$ cat src/rtl/count_sweep_if.sv
// Handshake bundle between a sweep sequencer and its up/down counter.
// master drives requests and counter feedback; slave is the sequencer.
interface count_sweep_if #(
  parameter int WIDTH = 4
);
  logic             start;
  logic             stop;
  logic [WIDTH-1:0] lo;
  logic [WIDTH-1:0] hi;
  logic [3:0]       sweeps;
  logic [WIDTH-1:0] count;
  logic             cnt_en;
  logic             cnt_dir;
  logic             busy;
  logic             done;
  logic             err;

  modport master (
    output start, stop, lo, hi, sweeps, count,
    input  cnt_en, cnt_dir, busy, done, err
  );

  modport slave (
    input  start, stop, lo, hi, sweeps, count,
    output cnt_en, cnt_dir, busy, done, err
  );
endinterface

$ cat src/rtl/count_sweep_ctrl.sv
// Sequences an external up/down counter through lo..hi triangle sweeps.
// Enables are combinational on count so the counter never passes a bound.
module count_sweep_ctrl #(
  parameter int WIDTH = 4
) (
  input  logic clk,
  input  logic rst,
  count_sweep_if.slave bus
);

  typedef enum logic [2:0] {
    IDLE,
    SEEK,
    UP,
    DOWN,
    DONE
  } state_t;

  state_t           state_q, state_d;
  logic [WIDTH-1:0] lo_q, lo_d;
  logic [WIDTH-1:0] hi_q, hi_d;
  logic [3:0]       sweeps_q, sweeps_d;
  logic [3:0]       rounds_q, rounds_d;
  logic             err_q, err_d;
  logic [3:0]       round_nx;
  logic             active;
  logic             en;
  logic             dir;

  assign round_nx = rounds_q + 4'd1;
  assign active   = (state_q == SEEK) ||
                    (state_q == UP) ||
                    (state_q == DOWN);

  always_ff @(posedge clk or posedge rst) begin
    if (rst) begin
      state_q  <= IDLE;
      lo_q     <= '0;
      hi_q     <= '0;
      sweeps_q <= '0;
      rounds_q <= '0;
      err_q    <= 1'b0;
    end else begin
      state_q  <= state_d;
      lo_q     <= lo_d;
      hi_q     <= hi_d;
      sweeps_q <= sweeps_d;
      rounds_q <= rounds_d;
      err_q    <= err_d;
    end
  end

  always_comb begin
    state_d  = state_q;
    lo_d     = lo_q;
    hi_d     = hi_q;
    sweeps_d = sweeps_q;
    rounds_d = rounds_q;
    err_d    = 1'b0;
    en       = 1'b0;
    dir      = 1'b1;
    unique case (state_q)
      IDLE: begin
        if (bus.start && !bus.stop) begin
          if (bus.lo < bus.hi) begin
            lo_d     = bus.lo;
            hi_d     = bus.hi;
            sweeps_d = bus.sweeps;
            rounds_d = '0;
            state_d  = SEEK;
          end else begin
            err_d = 1'b1;
          end
        end
      end
      SEEK: begin
        if (bus.count < lo_q) begin
          en = 1'b1;
        end else if (bus.count > lo_q) begin
          en  = 1'b1;
          dir = 1'b0;
        end else begin
          state_d = UP;
        end
      end
      UP: begin
        en = 1'b1;
        if (bus.count >= hi_q) begin
          dir     = 1'b0;
          state_d = DOWN;
        end
      end
      DOWN: begin
        if (bus.count > lo_q) begin
          en  = 1'b1;
          dir = 1'b0;
        end else begin
          rounds_d = round_nx;
          // sweeps==0 runs forever; rounds simply wraps
          if (sweeps_q == 4'd0 || round_nx < sweeps_q) begin
            en      = 1'b1;
            state_d = UP;
          end else begin
            state_d = DONE;
          end
        end
      end
      DONE: begin
        state_d = IDLE;
      end
      default: begin
        state_d = IDLE;
      end
    endcase
    // stop abandons the sweep at once, leaving the counter where it is
    if (active && bus.stop) begin
      en       = 1'b0;
      dir      = 1'b1;
      state_d  = IDLE;
      rounds_d = rounds_q;
    end
  end

  assign bus.cnt_en  = en;
  assign bus.cnt_dir = dir;
  assign bus.busy    = active;
  assign bus.done    = (state_q == DONE);
  assign bus.err     = err_q;

endmodule

$ cat src/flat_wrapper.sv
// flat-port wrapper written by rule: the top's interface ports become plain ports
module count_sweep_ctrl_flat 
#(
  parameter int WIDTH = 4
)
  (clk, rst, bus_start, bus_stop, bus_lo, bus_hi, bus_sweeps, bus_count, bus_cnt_en, bus_cnt_dir, bus_busy, bus_done, bus_err);
  count_sweep_if #(.WIDTH(WIDTH)) bus_i ();
  input  logic clk;
  input  logic rst;
  input wire logic [$bits(bus_i.start)-1:0] bus_start;
  input wire logic [$bits(bus_i.stop)-1:0] bus_stop;
  input wire logic [$bits(bus_i.lo)-1:0] bus_lo;
  input wire logic [$bits(bus_i.hi)-1:0] bus_hi;
  input wire logic [$bits(bus_i.sweeps)-1:0] bus_sweeps;
  input wire logic [$bits(bus_i.count)-1:0] bus_count;
  output wire logic [$bits(bus_i.cnt_en)-1:0] bus_cnt_en;
  output wire logic [$bits(bus_i.cnt_dir)-1:0] bus_cnt_dir;
  output wire logic [$bits(bus_i.busy)-1:0] bus_busy;
  output wire logic [$bits(bus_i.done)-1:0] bus_done;
  output wire logic [$bits(bus_i.err)-1:0] bus_err;
  assign bus_i.start = bus_start;
  assign bus_i.stop = bus_stop;
  assign bus_i.lo = bus_lo;
  assign bus_i.hi = bus_hi;
  assign bus_i.sweeps = bus_sweeps;
  assign bus_i.count = bus_count;
  assign bus_cnt_en = bus_i.cnt_en;
  assign bus_cnt_dir = bus_i.cnt_dir;
  assign bus_busy = bus_i.busy;
  assign bus_done = bus_i.done;
  assign bus_err = bus_i.err;
  count_sweep_ctrl #(.WIDTH(WIDTH)) u_core (.clk(clk), .rst(rst), .bus(bus_i));
endmodule
$ cat config.mk
export PLATFORM = sky130hd
export DESIGN_NAME = count_sweep_ctrl_flat
export DESIGN_NICKNAME = d
export VERILOG_FILES = /design/src/rtl/count_sweep_if.sv /design/src/rtl/count_sweep_ctrl.sv /design/src/flat_wrapper.sv
export SDC_FILE = /design/constraint.sdc
export NUM_CORES = 1
export LEC_CHECK = 0
export CAP_MARGIN = 20
export CORE_MARGIN = 3
export CORE_UTILIZATION = 47
export DETAILED_ROUTE_END_ITERATION = 8
export GPL_ROUTABILITY_DRIVEN = 0
export HOLD_SLACK_MARGIN = 0.05
export PLACE_DENSITY_LB_ADDON = 0.05
export SETUP_SLACK_MARGIN = 0.3
export SYNTH_ARGS = -nofsm -noshare
export SYNTH_HDL_FRONTEND = slang
export SYNTH_SLANG_ARGS = --single-unit
export TNS_END_PERCENT = 100
$ cat constraint.sdc
create_clock -name clk -period 1.7 [get_ports clk]
set_input_delay 0.255 -clock clk [delete_from_list [all_inputs] [get_ports clk]]
set_output_delay 0.255 -clock clk [all_outputs]
set_load 0.02 [all_outputs]
# Word level (Yosys, flattened, before mapping)
# Index checks and enable logic that the tools add are counted.
[word_totals] elab_cells=65 inputBits=20 ff_bits=20 out_inout_bits=5
[op_classes] n_addsub=1 mux=27 eq_ne=13 reduce_logical=12 magnitude_cmp=5 bitwise=1
[op_table] cell="$mux 3" count=8
[op_table] cell="$lt 4x4->1" count=3
[op_table] cell="$mux 1" count=12
[op_table] cell="$mux 4" count=3
[op_table] cell="$ne 3x3->1 const B" count=4
[op_table] cell="$pmux 3 s4" count=1
[op_table] cell="$pmux 4 s2" count=1
[op_table] cell="$eq 3x2->1 const B" count=2
[op_table] cell="$ne 3x1->1 const B" count=2
[op_table] cell="$pmux 1 s3" count=2
[op_table] cell="$reduce_and 6->1" count=1
[op_table] cell="$reduce_and 5->1" count=1
[op_table] cell="$add 4x1->4 const B" count=1
[op_table] cell="$ge 4x4->1" count=1
[op_table] cell="$gt 4x4->1" count=1
[op_table] cell="$logic_not 4->1" count=1
[op_table] cell="$ne 2x1->1 const B" count=2
[op_table] cell="$eq 3x1->1 const B" count=1
[op_table] cell="$eq 3x3->1 const B" count=1
[op_table] cell="$logic_not 3->1" count=1
[op_table] cell="$logic_or 1x1->1" count=3
[op_table] cell="$reduce_and 3->1" count=1
[op_table] cell="$logic_and 1x1->1" count=2
[op_table] cell="$ne 2x2->1 const B" count=1
[op_table] cell="3 further kinds" count=3

# Depth between registers and ports, before layout
# Gate-level depths: netlist of the first run.
[depth] ltp_word=7 depth_mapped=9 depth_no_buf=7

# Worst setup path after synthesis of the first run
# No wires, ideal clock.
[synth_path] path_type="reg-to-output" from="register u_core.lo_q[1]" to="output bus_cnt_en" arrival_ps=1766 slack_ps=-321 required_ps=1445 path_buffers=0 stages_incl_launch_ff=7 cell_sequence="dfrtp_1 inv_1 ha_1 nor2b_1 o211ai_1 a311o_1 o21ai_0"
[synth_between] elab_chain_cells=5 elab_cells_between_ends=7 cone_classes="order compare: 2; mux: 5"
[synth_rtl] item="start: declaration" line_no="count_sweep_ctrl.sv:20" text="logic [WIDTH-1:0] lo_q, lo_d;"
[synth_rtl] item="start signal: assignment" line_no="count_sweep_ctrl.sv:45" text="lo_q <= lo_d;"
[synth_rtl] item="$gt 4x4->1" line_no="count_sweep_ctrl.sv:79, count_sweep_ctrl.sv:94"
[synth_rtl] item="$mux 1" line_no="count_sweep_ctrl.sv:79" text="end else if (bus.count > lo_q) begin"
[synth_rtl] item="$mux 1" line_no="count_sweep_ctrl.sv:77" text="if (bus.count < lo_q) begin"
[synth_rtl] item="$pmux 1 s3 *" line_no="count_sweep_ctrl.sv:62" text="unique case (state_q)"
[synth_rtl] item="$mux 1 *" line_no="count_sweep_ctrl.sv:116" text="if (active && bus.stop) begin"
[synth_rtl] item="end: declaration" line_no="flat_wrapper.sv:16" text="output wire logic [$bits(bus_i.cnt_en)-1:0] bus_cnt_en;"
# Every way passes the cells marked *; elsewhere a longest branch is shown, timed or not.

# Final worst setup path of the first run
# Ends and elaborated chain as after synthesis.

==> reports/results.ini, run 1 <==
[run_status]
status=complete, but fails checks
violations=setup timing

[synth]
yosys.area.top_type_share=0.3600
synth_top_family_by_area=compound AO/OA/AOI/OAI gates
ys.flop_type=dfrtp_1
synth.most_common_cell=dfrtp_1
ys_top_cells_by_count=20 x dfrtp_1, 17 x inv_1, 15 x ha_1
netlist_area_mm2=0.001390
synth_xor_area_frac=0.01260
ys_top_cells_by_area=dfrtp_1 36%, ha_1 14%, mux2_2 4.9%
yosysUniqueCellTypes=41
synthAdderAreaFrac=0.1350
synth_mux_area_frac=0.09181
yosysTopAreaCell=dfrtp_1
avgSynthCellArea_um2=9.789
synth_enable_flop_cells=0
synthCells=142
ys_seq_elements=20
yosys_warnings=0
synthesis.nets=177
yosysSeqAreaShare=0.3600
synth-compound-area-share=0.1827
yosys.area_share.simple=0.1476
async_flop_share=1.000

[routing]
drt-met1-wl_mm=1.685
ant_nets=0
drc=0
wl_mm=4.208
via_per_inst=5.594
wl_met2_mm=2.152
top_layer_used=met4
wl_met3_um=225
dr.pass1.iters=4
drt_iter0_drc=66
detailroute.via_count=1393
post_drt_wl_per_cell_um=16.90

[floorplan]
core_area_mm2=0.002781
initial_utilization=0.4998
die_area_mm2=0.003646
dieWidth_um=60.39
chipHeight_um=60.39
rows=19
ios=25

[global_route]
grt_max_degree=21
grt_overflow=0
grtUsageTotal=0.2407
antenna_found_initial=0
grt_pass1_vias=1464
grt_pass1_wl_mm=6.589

[placed_design]
dp_hpwl_mm=2.531
portBuffers=24
post-place-ws_ns=-1.016
placed_area_mm2=0.001923
dpl.cell_count=223

[worst_setup_path]
crit_fanout=2
cp.required_ns=1.44
cp-end-kind=output port
crit_arrival_ns=2.06
critPathKind=flip-flop to output port
cpMaxStageDelayCell=dfrtp_1
crit_path_max_incr_delay_ns=0.40
path_buf_inv=3
crit_family=compound AO/OA/AOI/OAI gates
crit_chain=inv_2, ha_4, nor2b_4, o211ai_1, buf_4, a311o_1, o21ai_4, buf_6
cp-start-kind=flip-flop

[sta]
grt_setup_unrepaired=yes
fmax_mhz=432.9
finClkSkew_ns=0.005226
worst_slew_pin_slew_ns=0.3252
finalSetupTns_ns=-3.260
holdWs_ns=0.2604
slew_violations=0
worst_slew_margin_rel=0.7809
hold_viol_final=0
finalSetupViolations=14
period_share=1.359
period_minus_slack_ns=2.310
worst_slack_ns=-0.6102

[final_layout]
design_area_mm2=0.002406
finalNonFillerCells=249
drive_gt1_frac=0.5046
diodes=0
fin_nets=254
area_growth_pct=73.09

[clocking]
cts-buffers-inserted=3
path_clk_slew_ns=0.13
htreeDepth=1
ctsHoldBuffers=0
cts.path.max_buffers=2
cts-root-buf=clkbuf_4
cts_tree=yes
clock_sinks=20
clk_latency_ns=0.31

[worst_hold_path]
hold_path_class=primary input to asynchronous set/reset pin

[pwr]
seqPwrFrac=0.211
p_sw_frac=0.3833
p_int_mw=2.421
leakagePower_nw=1.200
p_per_area_mw_per_mm2=1632
pwr-share-comb=0.687
p_sw_mw=1.505
ir_drop_mv=1.620
clkPwrFrac=0.102

[run]
drv_cap=0

-- power groups by stage --
stage,Combinational (mW),Clock [mW],Sequential [mW]
floorplan,1.04,0,0.782
global placement,1.67,0,0.801
detailed placement,1.73,0,0.816
CTS,2.31,0.396,0.799
global route,2.87,0.425,0.849
finish,2.70,0.401,0.830
-- stage by stage --
stage / util / total power [mW]
2_1_floorplan: - / 1.819
3_3_place_gp: 0.6914 / 2.466
3_5_place_dp: 0.6914 / 2.546
4_1_cts: 0.8210 / 3.505
5_1_grt: 0.8650 / 4.144
6_report: 0.8650 / 3.926
-- area by class of cell --
type,instances,area [µm²]
fillers,134,375.4
multi-input cells,101,1041
inverters,17,71.32
well taps,31,38.79
clock inverters,1,30.03
clock buffers,3,22.52
repair buffers,76,700.7
flip-flops and latches,20,501.7
-- cell families after synthesis --
| logic type | count (synthesis) |
|---|---|
| simple gates | 38 |
| xor+xnor | 2 |
| buf+inv | 21 |
| compound gates | 36 |
| flops | 20 |
| fa+ha+maj | 15 |
| mux | 10 |
-- sequential cells by signal, indices dropped and copies added, names as in the netlist --
| register | flops |
|---|---|
| u_core.state_q | 3 |
| u_core.rounds_q | 4 |
| u_core.hi_q | 4 |
| u_core.bus.err | 1 |
| u_core.lo_q | 4 |
| u_core.sweeps_q | 4 |
-- layout by cell type (no fill, tap or decap), drive strengths merged, types with 5 or more instances in the layout --
cell type	netlist	layout
a21oi	5	5
buf	2	56
clkdlybuf4s50	0	10
dfrtp	20	20
dlygate4sd2	0	10
ha	15	15
inv	17	17
mux2	10	10
nand2	7	7
nand2b	6	6
nor2	8	8
o21ai	10	10
-- worst min-delay path: stages --
cell and delay, ns:
clkdlybuf4s50_1 0.40, inv_1 0.05, buf_4 0.27
-- worst paths after layout --
| kind | start | end | slack (ns) | depth (start not counted) |
|---|---|---|---|---|
| worst max-delay path | u_core.lo_q[1] | bus_cnt_en | -0.61 | 8 |
| worst min-delay path | rst | u_core.hi_q[2] | 0.26 | 3 |
| worst max register to register | u_core.lo_q[1] | u_core.state_q[1] | -0.36 | 10 |
| worst min register to register | u_core.hi_q[2] | u_core.hi_q[2] | 0.53 | 2 |
| max in group asynchronous | rst | u_core.state_q[1] | 1.21 | 3 |
| min in group clk | bus_hi[3] | u_core.hi_q[3] | 0.32 | 3 |
-- layer usage --
metal  global-route usage  vias up
met5                    0        -
met4               0.1076        0
met3              0.03830       18
met2               0.4213       52
met1               0.2909      661
li1                     -      662
-- repair_timing --
action,CTS,global route
gates resized for setup,76,15
pin swaps,22,11
cloned,1,0
setup endpoints to repair,25,23
buffers inserted,16,5
endpoints found under the hold margin,0,0
(Power assumes the default switching activity.)
==> run 2, diff against run 1 <==
--- a/config.mk
+++ b/config.mk
@@ -7,7 +7,7 @@
 export LEC_CHECK = 0
 export CAP_MARGIN = 20
 export CORE_MARGIN = 3
-export CORE_UTILIZATION = 47
+export CORE_UTILIZATION = 56
 export DETAILED_ROUTE_END_ITERATION = 8
 export GPL_ROUTABILITY_DRIVEN = 0
 export HOLD_SLACK_MARGIN = 0.05
==> constraint.sdc (replaced) <==
create_clock -name clk -period 2.86 [get_ports clk]
set_input_delay 0.715 -clock clk [delete_from_list [all_inputs] [get_ports clk]]
set_output_delay 0.715 -clock clk [all_outputs]
set_load 0.02 [all_outputs]
==> run 2 against run 1 <==
- sequential share of layout area increased by 5.8 points
- largest power group unchanged
- sequential power decreased by 38%
- non-clock buffer count decreased by 38
- clock power decreased by 66%
- critical endpoint unchanged
- the run now ends clean
- via count decreased by 11%
- flip-flop and latch count unchanged
==> reports/results.ini, run 2 (synthesis results as in run 1) <==
[run]
drv_cap=0  ; unchanged

[global_route]
grt_overflow=0  ; unchanged
grt_pass1_vias=1286  ; was 1464
grt_pass1_wl_mm=5.768  ; was 6.589 mm
grtUsageTotal=0.2308  ; was 0.2407
antenna_found_initial=0  ; unchanged
grt_max_degree=21  ; unchanged

[floorplan]
ios=25  ; unchanged
core_area_mm2=0.002276  ; was 0.002781 mm²
die_area_mm2=0.003116  ; was 0.003646 mm²
rows=17  ; was 19
initial_utilization=0.6108  ; was 0.4998
chipHeight_um=55.82  ; was 60.39 µm
dieWidth_um=55.82  ; was 60.39 µm

[routing]
wl_mm=3.387  ; was 4.208 mm
ant_nets=0  ; unchanged
detailroute.via_count=1236  ; was 1393
post_drt_wl_per_cell_um=16.36  ; was 16.90 µm
via_per_inst=5.971  ; was 5.594
drc=0  ; unchanged
dr.pass1.iters=4  ; unchanged
drt_iter0_drc=22  ; was 66

[worst_setup_path]
cp-end-kind=output port  ; unchanged
cpMaxStageDelayCell=a311o_1  ; was dfrtp_1
crit_arrival_ns=2.14  ; was 2.06 ns
reg2reg_setup_slack_ns=0.86  ; was -0.36 ns
crit_fanout=2  ; unchanged
path_buf_inv=3  ; unchanged
critPathKind=primary input to output port  ; was flip-flop to output port
crit_family=compound AO/OA/AOI/OAI gates  ; unchanged
crit_chain=buf_8, ha_4, nor2b_4, o211ai_1, buf_4, a311o_1, o21ai_2, buf_6  ; was inv_2, ha_4, nor2b_4, o211ai_1, buf_4, a311o_1, o21ai_4, buf_6
crit_path_max_incr_delay_ns=0.38  ; was 0.40 ns
cp-start-kind=primary input  ; was flip-flop
cp.required_ns=2.14  ; was 1.44 ns

[sta]
finalSetupTns_ns=0  ; was -3.260 ns
finalSetupViolations=0  ; was 14
worst_slew_pin_slew_ns=0.7697  ; was 0.3252 ns
period_minus_slack_ns=2.859
period_share=0.9998
hold_viol_final=0  ; unchanged
grt_setup_unrepaired=yes  ; unchanged
slew_violations=0  ; unchanged
finClkSkew_ns=0.006987  ; was 0.005226 ns
fmax_mhz=349.7
holdWs_ns=0.5028  ; was 0.2604 ns
worst_slew_margin_rel=0.4863  ; was 0.7809

[pwr]
p_sw_frac=0.4129  ; was 0.3833
seqPwrFrac=0.304  ; was 0.211
ir_drop_mv=0.6985  ; was 1.620 mV
p_int_mw=0.9883  ; was 2.421 mW
p_per_area_mw_per_mm2=892.8  ; was 1632 mW/mm²
fin_total_pwr_mw=1.683  ; was 3.926 mW
clkPwrFrac=0.081  ; was 0.102
leakagePower_nw=0.9021  ; was 1.200 nW
p_sw_mw=0.6951  ; was 1.505 mW
pwr-share-comb=0.615  ; was 0.687

[clocking]
path_clk_slew_ns=0.10  ; was 0.13 ns
cts_tree=yes  ; unchanged
htreeDepth=1  ; unchanged
cts-root-buf=clkbuf_4  ; unchanged
cts-buffers-inserted=3  ; unchanged
clock_sinks=20  ; unchanged
ctsHoldBuffers=0  ; unchanged
clk_latency_ns=0.31  ; about the same
cts.path.max_buffers=2  ; unchanged

[final_layout]
layout_commonest_cell=dfrtp_1  ; was buf_4
final.fill_count=132  ; was 134
design_area_mm2=0.001886  ; was 0.002406 mm²
diodes=0  ; unchanged
final_util=0.8285  ; was 0.8650
drive_gt1_frac=0.3184  ; was 0.5046
area_growth_pct=35.64  ; was 73.09%
fin_nets=216  ; was 254
final_cell_mix=19 x dfrtp_1, 18 x clkdlybuf4s50_1, 15 x inv_1  ; was 38 x buf_4, 19 x dfrtp_1, 16 x buf_6

[placed_design]
portBuffers=24  ; unchanged
placed_area_mm2=0.001760  ; was 0.001923 mm²
dp_hpwl_mm=2.522  ; was 2.531 mm

[run_status]
status=complete, no violations  ; was complete, but fails checks

[worst_hold_path]
hold_path_class=flip-flop to flip-flop  ; was primary input to asynchronous set/reset pin

-- run 2: changes by cell type in the layout (fill, tap and decap cells not counted), moves of 3 or more --
cell             delta
buf_2               +3
o21ai_0             +4
buf_4              -24
dlygate4sd2_1      -10
buf_6              -14
clkdlybuf4s50_1     +8
-- run 2: path summary, 6_finish.rpt --
check,start,end,cells past startpoint
max,bus_count[1],bus_cnt_en,8
min,u_core.hi_q[3],u_core.hi_q[3],2
min in group asynchronous,rst,u_core.sweeps_q[1],2
min reg2reg,u_core.hi_q[3],u_core.hi_q[3],2
max reg2reg,u_core.lo_q[1],u_core.rounds_q[0],8
max in group asynchronous,rst,u_core.state_q[1],2
-- run 2: cell type report --
type                            count  area (µm²)  area share
Multi-Input combinational cell    101       924.6      0.4904
Inverter                           17       63.81     0.03384
Clock buffer                        3       22.52     0.01194
Sequential cell                    20       501.7      0.2661
Timing Repair Buffer               38       337.8      0.1792
Tap cell                           28       35.03     0.01858
-- run 2: power by group through the flow --
stage | logic, mW | registers [mW] | clock network (mW)
after floorplan | 0.618 | 0.464 | 0
after global placement | 0.837 | 0.494 | 0
after detailed placement | 0.882 | 0.504 | 0
after CTS | 0.981 | 0.504 | 0.139
after global routing | 1.13 | 0.528 | 0.148
final | 1.04 | 0.512 | 0.136
-- run 2: worst reg2reg max path: cells and delay by family (launching register included) --
family	cells	cell delay, ns
mux	1	0.28
buf+inv	2	0.24
compound gates	2	0.43
fa+ha+maj	1	0.20
simple gates	2	0.35
flops	1	0.40
-- run 2: routing by layer --
metal  track usage  up-vias  share of wire  wire [µm]
met5             0        -              0          0
met4        0.1085        0          0.018         61
met3       0.01856        6          0.040        135
met2        0.4189       35           0.52       1772
met1        0.2734      611           0.42       1418
li1              -      584              -          -
-- run 2: repair_timing --
item / 4_1_cts / 5_1_grt
resized for setup: 43 / 7
endpoints found under the setup margin: 2 / 13
cloned: 0 / 0
buffers inserted: 3 / 0
pin swaps: 16 / 8
hold endpoints to repair: 0 / 0
-- run 2: metrics by stage --
stage | setup WS [ns] | cells
after floorplan | 0.2965 | 142
after global placement | -0.7442 | 201
after detailed placement | -0.7627 | 201
after CTS | 0.02186 | 207
after global routing | -0.06070 | 207
final | 0.0005704 | 207
==> run 3, diff against run 2 <==
==> constraint.sdc (replaced) <==
create_clock -name clk -period 2.86 [get_ports clk]
set_input_delay 0.715 -clock clk [delete_from_list [all_inputs] [get_ports clk]]
set_output_delay 0.715 -clock clk [all_outputs]
set_load 0.1 [all_outputs]
==> run 3 against run 2 <==
- global-route usage rose by 1.7 points
- worst hold slack barely moved
- flip-flop and latch count did not move
- first-iteration DRC count rose to 2.6 times the previous value
- the flow now finishes with violations (setup timing)
- clock-buffer cell count rose by 1
- die area did not move
- critical endpoint unchanged
==> reports/results.ini, run 3 (synthesis results as in run 1) <==
[run_status]
status=complete, but fails checks  ; was complete, no violations
violations=setup timing

[pwr]
leakagePower_nw=1.008  ; was 0.9021 nW
p_per_area_mw_per_mm2=1050  ; was 892.8 mW/mm²
fin_total_pwr_mw=2.183  ; was 1.683 mW
ir_drop_mv=0.8896  ; was 0.6985 mV

[worst_setup_path]
worstSetupPathDepth=8  ; unchanged
crit_chain=ha_4, ha_4, a21boi_4, o21ai_2, a21oi_2, a21o_1, o21ai_4, buf_12  ; was buf_8, ha_4, nor2b_4, o211ai_1, buf_4, a311o_1, o21ai_2, buf_6
crit_family=compound AO/OA/AOI/OAI gates  ; unchanged
cpMaxStageDelayCell=dfrtp_1  ; was a311o_1
path_buf_inv=1  ; was 3
cp-start-kind=flip-flop  ; was primary input
cp-end-kind=output port  ; unchanged
critPathKind=flip-flop to output port  ; was primary input to output port
timing.rr.end=u_core.state_q[1]  ; was u_core.rounds_q[0]
endpoint=bus_cnt_en  ; unchanged
reg2reg_setup_slack_ns=0.28  ; was 0.86 ns
reg2reg_depth=15  ; was 8
timing.rr.start=u_core.lo_q[1]  ; unchanged
crit_start=u_core.rounds_q[0]  ; was bus_count[1]
crit_arrival_ns=2.17  ; was 2.14 ns
crit_path_max_incr_delay_ns=0.46  ; was 0.38 ns
crit_fanout=2  ; unchanged
cpMostUsedCell=ha_4
cp.required_ns=2.14  ; about the same

[routing]
via_per_inst=6.046  ; was 5.971
drc=0  ; unchanged
dr.pass1.iters=4  ; unchanged
post_drt_wl_per_cell_um=17.92  ; was 16.36 µm
detailroute.via_count=1318  ; was 1236
wl_mm=3.906  ; was 3.387 mm
ant_nets=0  ; unchanged
drt_iter0_drc=57  ; was 22

[final_layout]
diodes=0  ; unchanged
final_cell_mix=21 x buf_4, 20 x dfrtp_1, 15 x inv_1, 15 x clkdlybuf4s50_1, 9 x ha_1  ; was 19 x dfrtp_1, 18 x clkdlybuf4s50_1, 15 x inv_1
design_area_mm2=0.002078  ; was 0.001886 mm²
fin_nets=226  ; was 216
area_growth_pct=49.50  ; was 35.64%
layout_commonest_cell=buf_4  ; was dfrtp_1
drive_gt1_frac=0.3895  ; was 0.3184

[worst_hold_path]
hold_path_class=flip-flop to flip-flop  ; unchanged

[sta]
fmax_mhz=346.8  ; was 349.7 MHz
worst_slack_ns=-0.02361  ; was 0.0005704 ns
period_share=1.008  ; was 0.9998
finClkSkew_ns=0.01531  ; was 0.006987 ns
worst_slew_margin_rel=0.4686  ; was 0.4863
hold_viol_final=0  ; unchanged
worst_slew_pin_slew_ns=0.7962  ; was 0.7697 ns
slew_violations=0  ; unchanged
period_minus_slack_ns=2.884  ; was 2.859 ns
finalSetupViolations=1  ; was 0
grt_setup_unrepaired=yes  ; unchanged
finalSetupTns_ns=-0.02361  ; was 0 ns

[clocking]
cts.path.max_buffers=2  ; unchanged
ctsHoldBuffers=0  ; unchanged
htreeDepth=1  ; unchanged
clock_sinks=20  ; unchanged
path_clk_slew_ns=0.13  ; was 0.10 ns
clk_latency_ns=0.32  ; was 0.31 ns
cts-buffers-inserted=3  ; unchanged
cts-root-buf=clkbuf_4  ; unchanged
cts_tree=yes  ; unchanged

[floorplan]
initial_utilization=0.6108  ; unchanged
die_area_mm2=0.003116  ; unchanged
chipHeight_um=55.82  ; unchanged
rows=17  ; unchanged
core_area_mm2=0.002276  ; unchanged
ios=25  ; unchanged
dieWidth_um=55.82  ; unchanged

[run]
drv_cap=0  ; unchanged

[global_route]
grt_pass1_vias=1347  ; was 1286
grt_overflow=0  ; unchanged
grtUsageTotal=0.2483  ; was 0.2308
grt_pass1_wl_mm=6.216  ; was 5.768 mm
antenna_found_initial=0  ; unchanged
grt_max_degree=21  ; unchanged

[placed_design]
placed_area_mm2=0.001762  ; was 0.001760 mm²
dp_hpwl_mm=2.483  ; was 2.522 mm
portBuffers=24  ; unchanged

-- run 3: changes by cell type in the layout (fill, tap and decap cells not counted), moves of 2 or more --
cell and delta:
buf_6 +5, a21boi_2 -2, buf_4 +7, buf_12 +2, buf_2 -2, a21boi_4 +2
clkdlybuf4s50_1 -3
-- run 3: how the worst min path moves through the flow --
stage | startpoint | to | slack (ns) | cells after the start
2_1_floorplan | u_core.hi_q[1] | u_core.hi_q[1] | 0.45 | 2
3_3_place_gp | u_core.hi_q[3] | u_core.hi_q[3] | 0.47 | 2
3_5_place_dp | u_core.hi_q[3] | u_core.hi_q[3] | 0.48 | 2
4_1_cts | u_core.hi_q[3] | u_core.hi_q[3] | 0.50 | 2
5_1_grt | u_core.hi_q[0] | u_core.hi_q[0] | 0.56 | 1
6_report | u_core.hi_q[3] | u_core.hi_q[3] | 0.50 | 2
-- run 3: final cells by class --
cell class                 count  area [µm²]
clock buffer                   4       36.28
fill                          88       197.7
inverter                      17       63.81
multi-input combinational    101       989.7
sequential                    20       500.5
tap                           28       35.03
timing repair buffer          48       452.9
-- run 3: metal layers --
metal,global-route usage,part of all wire,up-vias
li1,-,-,604
met1,0.3180,0.40,645
met2,0.4493,0.53,57
met3,0.01624,0.049,12
met4,0.07119,0.027,0
met5,0,0,-
-- run 3: what timing repair did --
item	in CTS	in global routing
pin swaps	18	9
gates resized for setup	36	16
setup buffers	11	5
endpoints found under the setup margin	2	11
-- run 3: per-stage QoR --
| step | worst slack [ns] | hold slack [ns] | util | instances |
|---|---|---|---|---|
| floorplan | -0.02116 | 0.4490 | - | 142 |
| global route | -0.09546 | 0.5597 | 0.9131 | 218 |
| global placement | -0.3645 | 0.4677 | 0.7741 | 198 |
| CTS | -0.005569 | 0.5047 | 0.8604 | 213 |
| detailed placement | -0.4128 | 0.4778 | 0.7741 | 198 |
| finish | -0.02361 | 0.5030 | 0.9131 | 218 |
-- run 3: report_power, final --
part | leakage (nW) | total [mW] | internal (mW) | switching [mW]
clock | 0.0210 | 0.176 | 0.0778 | 0.0979
combinational | 0.735 | 1.46 | 0.743 | 0.722
sequential | 0.252 | 0.542 | 0.397 | 0.145
total | 1.01 | 2.18 | 1.22 | 0.965
-- run 3: worst min-delay path, stage by stage, from the launching register on --
cell and delay, ns:
dfrtp_1 0.36, nand2_1 0.05, o21ai_0 0.07
